`src/rtl/mem_access_stage_pkg.sv`:
```
// Shared definitions for the memory-access stage: control-word layout,
// access-size codes, exception vectors, FSM states and MEM/WB record.
package mem_access_stage_pkg;

  localparam int CTL_W       = 7;
  localparam int CTL_BUBBLE  = 0;
  localparam int CTL_RD      = 1;
  localparam int CTL_WR      = 2;
  localparam int CTL_SIZE_LO = 3;
  localparam int CTL_SIZE_HI = 4;
  localparam int CTL_UNS     = 5;
  localparam int CTL_RW      = 6;

  localparam logic [1:0] SZ_BYTE = 2'b00;
  localparam logic [1:0] SZ_HALF = 2'b01;
  localparam logic [1:0] SZ_WORD = 2'b10;
  localparam logic [1:0] SZ_RSVD = 2'b11;  // behaves as a word access

  localparam logic [4:0] VEC_LOAD_MISALIGN  = 5'd4;
  localparam logic [4:0] VEC_STORE_MISALIGN = 5'd5;

  typedef enum logic {ST_IDLE, ST_WAIT} state_t;

  typedef struct packed {
    logic       rw;
    logic       uns;
    logic [1:0] size;
    logic       wr;
    logic       rd;
    logic       bubble;
  } ctl_t;

  typedef struct packed {
    logic        valid;
    logic        regwrite;
    logic [31:0] data;
    logic [4:0]  regdst;
    logic [4:0]  vector;
  } wb_t;

  function automatic ctl_t decode_ctl(input logic [CTL_W-1:0] c);
    ctl_t d;
    d.bubble = c[CTL_BUBBLE];
    d.rd     = c[CTL_RD];
    d.wr     = c[CTL_WR];
    d.size   = c[CTL_SIZE_HI:CTL_SIZE_LO];
    d.uns    = c[CTL_UNS];
    d.rw     = c[CTL_RW];
    return d;
  endfunction

endpackage

```
`src/rtl/mem_access_stage_load_align.sv`:
```
// Load data alignment: picks the addressed byte/half lane out of the
// 32-bit read word and sign- or zero-extends it.
module mem_load_align
  import mem_access_stage_pkg::*;
(
  input  logic [31:0] rdata,
  input  logic [1:0]  off,
  input  logic [1:0]  size,
  input  logic        uns,
  output logic [31:0] data
);

  logic [7:0]  lane_b;
  logic [15:0] lane_h;

  assign lane_b = rdata[{off, 3'b000} +: 8];
  assign lane_h = off[1] ? rdata[31:16] : rdata[15:0];

  // Lane select and extension by access size
  always_comb begin
    data = rdata;
    case (size)
      SZ_BYTE: data = {{24{lane_b[7] & ~uns}}, lane_b};
      SZ_HALF: data = {{16{lane_h[15] & ~uns}}, lane_h};
      SZ_WORD, SZ_RSVD: data = rdata;
    endcase
  end

endmodule

```
`src/rtl/mem_access_stage.sv`:
```
// Memory stage: decodes the EX/MEM control word, runs loads/stores over a
// req/ack data-memory handshake, stalls upstream while an access is in
// flight, and registers the MEM/WB write-back record.
module mem_access_stage
  import mem_access_stage_pkg::*;
#(
  parameter int ADDR_W = 32
) (
  input  logic              clk,
  input  logic              reset,
  input  logic [6:0]        control_in,
  input  logic [31:0]       alu_in,
  input  logic [31:0]       sw_in,
  input  logic [4:0]        regdst_in,
  input  logic [4:0]        vector_ex_in,
  input  logic              mem_flush,
  output logic              dmem_req,
  output logic              dmem_we,
  output logic [ADDR_W-1:0] dmem_addr,
  output logic [3:0]        dmem_be,
  output logic [31:0]       dmem_wdata,
  input  logic [31:0]       dmem_rdata,
  input  logic              dmem_ack,
  output logic              mem_stall,
  output logic              wb_valid,
  output logic              wb_regwrite,
  output logic [31:0]       wb_data,
  output logic [4:0]        wb_regdst,
  output logic [4:0]        wb_vector
);

  ctl_t        ctl;
  state_t      state;
  wb_t         wb;
  logic        is_mem, aligned, access, start;
  logic [4:0]  exc_vec;
  logic [3:0]  be;
  logic [31:0] wdata;
  logic [31:0] load_data;
  logic        kill;
  logic        cap_load, cap_rw, cap_uns;
  logic [1:0]  cap_off, cap_size;
  logic [4:0]  cap_regdst;

  assign ctl = decode_ctl(control_in);

  // Classify the incoming instruction: alignment, exception vector, access
  always_comb begin
    aligned = 1'b1;
    case (ctl.size)
      SZ_BYTE:          aligned = 1'b1;
      SZ_HALF:          aligned = ~alu_in[0];
      SZ_WORD, SZ_RSVD: aligned = (alu_in[1:0] == 2'b00);
    endcase
    is_mem  = ~ctl.bubble & (ctl.rd | ctl.wr);
    exc_vec = vector_ex_in;
    if (vector_ex_in == 5'd0 && is_mem && !aligned)
      exc_vec = ctl.rd ? VEC_LOAD_MISALIGN : VEC_STORE_MISALIGN;
    access = is_mem & (vector_ex_in == 5'd0) & aligned;
    // A flush in the issue cycle kills the access before it starts
    start  = access & ~mem_flush;
  end

  // Byte enables and lane-replicated store data for the issue cycle
  always_comb begin
    be    = 4'b1111;
    wdata = sw_in;
    case (ctl.size)
      SZ_BYTE: begin
        be    = 4'b0001 << alu_in[1:0];
        wdata = {4{sw_in[7:0]}};
      end
      SZ_HALF: begin
        be    = alu_in[1] ? 4'b1100 : 4'b0011;
        wdata = {2{sw_in[15:0]}};
      end
      SZ_WORD, SZ_RSVD: begin
        be    = 4'b1111;
        wdata = sw_in;
      end
    endcase
  end

  mem_load_align u_align (
    .rdata (dmem_rdata),
    .off   (cap_off),
    .size  (cap_size),
    .uns   (cap_uns),
    .data  (load_data)
  );

  // Stall drops in the ack cycle so upstream advances on the completing edge
  assign mem_stall = (state == ST_IDLE) ? start : ~dmem_ack;

  assign wb_valid    = wb.valid;
  assign wb_regwrite = wb.regwrite;
  assign wb_data     = wb.data;
  assign wb_regdst   = wb.regdst;
  assign wb_vector   = wb.vector;

  // Access FSM, registered memory request and MEM/WB record
  always_ff @(posedge clk or negedge reset) begin
    if (!reset) begin
      state      <= ST_IDLE;
      kill       <= 1'b0;
      dmem_req   <= 1'b0;
      dmem_we    <= 1'b0;
      dmem_addr  <= '0;
      dmem_be    <= '0;
      dmem_wdata <= '0;
      cap_load   <= 1'b0;
      cap_rw     <= 1'b0;
      cap_uns    <= 1'b0;
      cap_off    <= '0;
      cap_size   <= '0;
      cap_regdst <= '0;
      wb         <= '0;
    end else begin
      case (state)
        ST_IDLE: begin
          if (start) begin
            state      <= ST_WAIT;
            dmem_req   <= 1'b1;
            dmem_we    <= ~ctl.rd;
            dmem_addr  <= {alu_in[ADDR_W-1:2], 2'b00};
            dmem_be    <= be;
            dmem_wdata <= wdata;
            cap_load   <= ctl.rd;
            cap_rw     <= ctl.rw;
            cap_uns    <= ctl.uns;
            cap_off    <= alu_in[1:0];
            cap_size   <= ctl.size;
            cap_regdst <= regdst_in;
            wb         <= '0;
          end else if (ctl.bubble || mem_flush) begin
            wb <= '0;
          end else begin
            wb.valid    <= 1'b1;
            wb.regwrite <= ctl.rw & (exc_vec == 5'd0);
            wb.data     <= alu_in;
            wb.regdst   <= regdst_in;
            wb.vector   <= exc_vec;
          end
        end
        ST_WAIT: begin
          if (mem_flush) kill <= 1'b1;
          if (dmem_ack) begin
            state    <= ST_IDLE;
            kill     <= 1'b0;
            dmem_req <= 1'b0;
            dmem_we  <= 1'b0;
            if (kill || mem_flush) begin
              wb <= '0;
            end else begin
              // Stores retire as valid with no register write and zero data
              wb.valid    <= 1'b1;
              wb.regwrite <= cap_load & cap_rw;
              wb.data     <= cap_load ? load_data : 32'd0;
              wb.regdst   <= cap_regdst;
              wb.vector   <= 5'd0;
            end
          end else begin
            wb <= '0;
          end
        end
        default: state <= ST_IDLE;
      endcase
    end
  end

endmodule

```
`config.mk`:
```
export PLATFORM = sky130hd
export DESIGN_NAME = mem_access_stage
export DESIGN_NICKNAME = d
export VERILOG_FILES = /design/src/rtl/mem_access_stage_pkg.sv /design/src/rtl/mem_access_stage_load_align.sv /design/src/rtl/mem_access_stage.sv
export SDC_FILE = /design/constraint.sdc
export NUM_CORES = 1
export LEC_CHECK = 0
export ABC_AREA = 1
export ABC_CLOCK_PERIOD_IN_PS = 2200
export BUFFER_PORTS_ARGS = -buffer_cell sky130_fd_sc_hd__buf_2
export CORE_ASPECT_RATIO = 1.25
export CORE_MARGIN = 2
export CORE_UTILIZATION = 32
export CTS_BUF_LIST = sky130_fd_sc_hd__clkbuf_4 sky130_fd_sc_hd__clkbuf_8 sky130_fd_sc_hd__clkbuf_16
export DETAILED_ROUTE_END_ITERATION = 8
export PLACE_DENSITY = 0.67
export SYNTH_ARGS = -nofsm -noshare
export SYNTH_HDL_FRONTEND = slang
export SYNTH_SLANG_ARGS = --single-unit
```
`constraint.sdc`:
```
create_clock -name clk -period 2.2 [get_ports clk]
set_input_delay 0.44 -clock clk [delete_from_list [all_inputs] [get_ports clk]]
set_output_delay 0.44 -clock clk [all_outputs]
set_load 0.01 [all_outputs]
```
## Word level (Yosys, flattened, before mapping)

Index checks and enable logic that the tools add are counted.

- Word-level logic and storage cells: 85
- Input port bits: 117
- Bits in registers: 126
- Output and inout bits: 115

- Multiplexer cells: 25
- Shift operators: 2
- Bitwise gates (word level): 16
- Equal/unequal tests: 8
- Reduce and logical (&&, ||, !) cells: 16

Operators with widths:

| kind | number |
|---|---|
| $pmux W32 S3 | 2 |
| $mux W44 | 4 |
| $pmux W44 S2 | 1 |
| $mux W32 | 1 |
| $shiftx A32 B6 Y8 | 1 |
| $mux W16 | 1 |
| $pmux W4 S3 | 1 |
| $logic_not A5 Y1 | 2 |
| $mux W1 | 9 |
| $and A1 B1 Y1 | 8 |
| $eq A2 B2 Y1 const B | 4 |
| $not A1 Y1 | 7 |
| $logic_not A2 Y1 | 3 |
| $pmux W1 S2 | 3 |
| $reduce_and A2 Y1 | 3 |
| $mux W5 | 1 |
| $eq A2 B1 Y1 const B | 2 |
| $mux W4 | 1 |
| $ne A2 B2 Y1 const B | 2 |
| $reduce_or A2 Y1 | 2 |
| $shl A1 B2 Y4 const A | 1 |
| $pmux W1 S3 | 1 |
| $logic_and A1 B1 Y1 | 2 |
| $logic_or A1 B1 Y1 | 2 |
| 3 further kinds | 3 |

## Longest topological paths before layout

- Word-level depth: 11
- Mapped depth: 9
- Gate-level depth less buffers: 9

## Cells and area by module

A second synthesis with hierarchy kept.

- Cells, all modules: 765
- Area, all modules: 6023.3 sq um

By module, submodules not included:

| module | area each (sq um) | cells an instance | times used | sequential area each (sq um) |
|---|---|---|---|---|
| mem_access_stage | 5146.2 | 581 | 1 | 3153.0 |
| mem_load_align | 877.1 | 184 | 1 | 0.0 |

## Worst setup path before layout

Ideal clock, no wire load.

- Kind: input to output
- From: in vector_ex_in[4]
- To: out mem_stall
- Arrival: 1.428 ns
- Slack: 0.332 ns
- Required time: 1.760 ns
- Stages on the path: 7
- Path buffers: 2
- Path through: nor2_1 -> nand2_1 -> nor2_2 -> nand4_4 -> buf_6 -> buf_6 -> o21ai_0

- Word-level cells in the longest chain between the ends: 5

Ends and longest elaborated chain:

| what | line | source |
|---|---|---|
| start, declared | mem_access_stage.sv:15 | `input logic [4:0] vector_ex_in,` |
| $logic_not A5 Y1 | mem_access_stage.sv:59 | `access = is_mem & (vector_ex_in == 5'd0) & aligned;` |
| $and A1 B1 Y1 (2 in series) | mem_access_stage.sv:59 |  |
| $and A1 B1 Y1 | mem_access_stage.sv:61 | `start = access & ~mem_flush;` |
| $mux W1 | mem_access_stage.sv:93 | `assign mem_stall = (state == ST_IDLE) ? start : ~dmem_ack;` |
| end, declared | mem_access_stage.sv:24 | `output logic mem_stall,` |

No other way between the ends.

## Worst setup path after layout

Ends and elaborated chain as after synthesis.

==> run metrics <==
status=finished with violations; failing checks=negative hold slack; Post-Synth Simple-Gate Area=21.1%; Worst setup SP type=input port; largest family of logic cells by synthesized area=simple AND/OR/NAND/NOR gates; Rows=55; Synth Area in Compound Gates=15.2%; FILL cells=1849; CP max stage delay=0.26 ns; Bufs on Longest Clock Path=2; final hold slack=-0.0151 ns; R2R Path Start=cap_size[0]; cell family with most CP delay=simple AND/OR/NAND/NOR gates; Buf/Inv on CP=2; DIE WIDTH=125 µm; met1 usage=21.7%; slowest CP cell=nor2_2; pwr/cell area=821 mW/mm²; Final min period=1.90 ns; Hold Path Class=input port to async pin; clk_skew=0.00652 ns; RSZ-0062 raised after global routing=false; Top cell by count, worst path=buf_2; Setup-failing EPs final=0; xor-xnor portion of the synthesized cell area=0%; dpl hpwl=13600 µm; CTS resizes=0; post-synthesis adder-cell area fraction=0%; CTS tree=done; core area=0.0180 mm²; Synth cell types=30; final hold viol count=8; Vias=5560; Via density=4.66; GPL Wtd Cong=0.843; GRT Resource Usage Total=18.4%; Slew @ Worst Pin=0.614 ns; GR Overflow Total=0; CTS Hold Bufs=0; Post-Syn Instances=721; commonest non-fill, non-tap cell in the layout=buf_2; kind of critical path=input port to primary output; FF+latch area=0.00315 mm²; commonest non-fill, non-tap cells in the layout=buf_2 (228), nand2_1 (194), dfrtp_1 (126); Worst VDD drop=0.000476 V; final antenna-violating net count=0; fin crit share=86.6%; root buffer cell=clkbuf_16; CP Max Fanout=5; Die ar.=0.0194 mm²; crit-path cells=buf_2 -> nor2_1 -> nand2_1 -> nor2_2 -> nand4_4 -> o21ai_0 -> buf_2; setup slack, reg-to-reg=0.33 ns; initial antenna violation count=2; first-pass GRT wire length=28300 µm; final setup TNS=0 ns; Initial Util=32.4%; CTS sink count=126; DRT Pass-1 Iters=4; Critical Path AT=1.46 ns; CTS Buf Count=17; clock latency on the worst-skew pair=0.40 ns; area post-placement=0.00727 mm²; Nets=1067; largest net degree at the start of global routing=83; met2 Usage GRT=31.5%; relative slew slack=58.9%; R2R cell count=6; GR Util met3=5.09%; area leader, netlist=dfrtp_1; final slew viol count=0; largest cells by area after synthesis=dfrtp_1 (54%), nand2_1 (12%), o21ai_0 (7.1%); H-tree depth=4; #FFs+latches synth=126; DRC=0; postcts setup bufs=0; clock slew at reported path FFs=0.05 ns; fin area=0.00795 mm²; Area growth, synth to finish=36.0%; Port Buffers=229; worst reg2reg endpoint=wb_data[25]; mux cell area share after synthesis=0%; GR peak layer=met2; max-cap check violation count=0; Multi-input gate area=0.00213 mm²; vias in the first global route=5657; drt total wl=17700 µm; Die Height=155 µm; CP Capture Type=primary output; register area share after synthesis=53.9%; IO Pins=232; layout cells sized above 1=30.4%; mapped cell area=0.00584 mm²; DR WL/cell=14.8 µm; CP required=1.76 ns; top-area cell type share of the netlist area=53.9%; Achievable Freq=0.525 GHz; Synthesis Warnings=0; Starting DRT DRC Count=345; syn avg cell area=8.11 µm²; final core utilization=44.1%; total power=6520 µW; Leak=0.00438 µW
## flip-flops by register name (all words and copies together), names as in the netlist, 2 cells and up
name,flops
wb_data,32
wb_vector,5
dmem_be,4
cap_regdst,5
cap_off,2
dmem_wdata,32
cap_size,2
dmem_addr,30
wb_regdst,5
## layout make-up
type	instances	share of cell area, %
timing repair buffer	246	16.7
inverter	100	4.72
sequential	126	39.7
clock inverter	12	2.63
clock buffer	20	5.79
multi-input combinational	459	26.8
antenna	3	0.0945
tap	228	3.59
## worst max path at each step
stage	depth (start not counted)	from	slack (ns)	end
after floorplan	7	vector_ex_in[4]	0.33	mem_stall
after global placement	7	vector_ex_in[4]	0.26	mem_stall
after detailed placement	7	vector_ex_in[4]	0.26	mem_stall
after CTS	4	state	0.25	mem_stall
after global routing	6	cap_size[0]	0.07	wb_data[20]
final	7	vector_ex_in[4]	0.30	mem_stall
## cells in the mapped netlist (all sizes together)
cell and instances:
buf 18, a31oi 8, nor2 32, conb 1, o21ai 124, nand4 3, nand3 54, nor3 2
o2111ai 7, nor3b 1, or2 1, inv 100, dfrtp 126, o22ai 9, a21oi 18, nand2 197
clkbuf 19, o211ai 1
## per-layer routing
| metal | routed length (µm) | up-vias |
|---|---|---|
| li1 | - | 2782 |
| met1 | 7260 | 2541 |
| met2 | 8780 | 205 |
| met3 | 1140 | 32 |
| met4 | 518 | 0 |
| met5 | 0 | - |
## where the power goes
part           switching [µW]  total (µW)  internal [µW]
Clock                    1060        3150           2100
Sequential               74.4        2540           2460
Combinational             507         830            323
Total                    1640        6520           4880
## stage by stage
step	instances	setup slack, ns
final	1194	0.295
after global routing	1193	0.0675
after CTS	1191	0.250
after detailed placement	1159	0.262
after global placement	1159	0.259
after floorplan	722	0.332
## kinds of logic (layout without fill, tap and decap cells)
logic type             after synthesis  after routing
and+or+nand+nor                    290            290
AOI/OAI and AO/OA                  167            167
buffers and inverters              137            378
DFF                                126            126
other                                1              5
(Power assumes the default switching activity.)
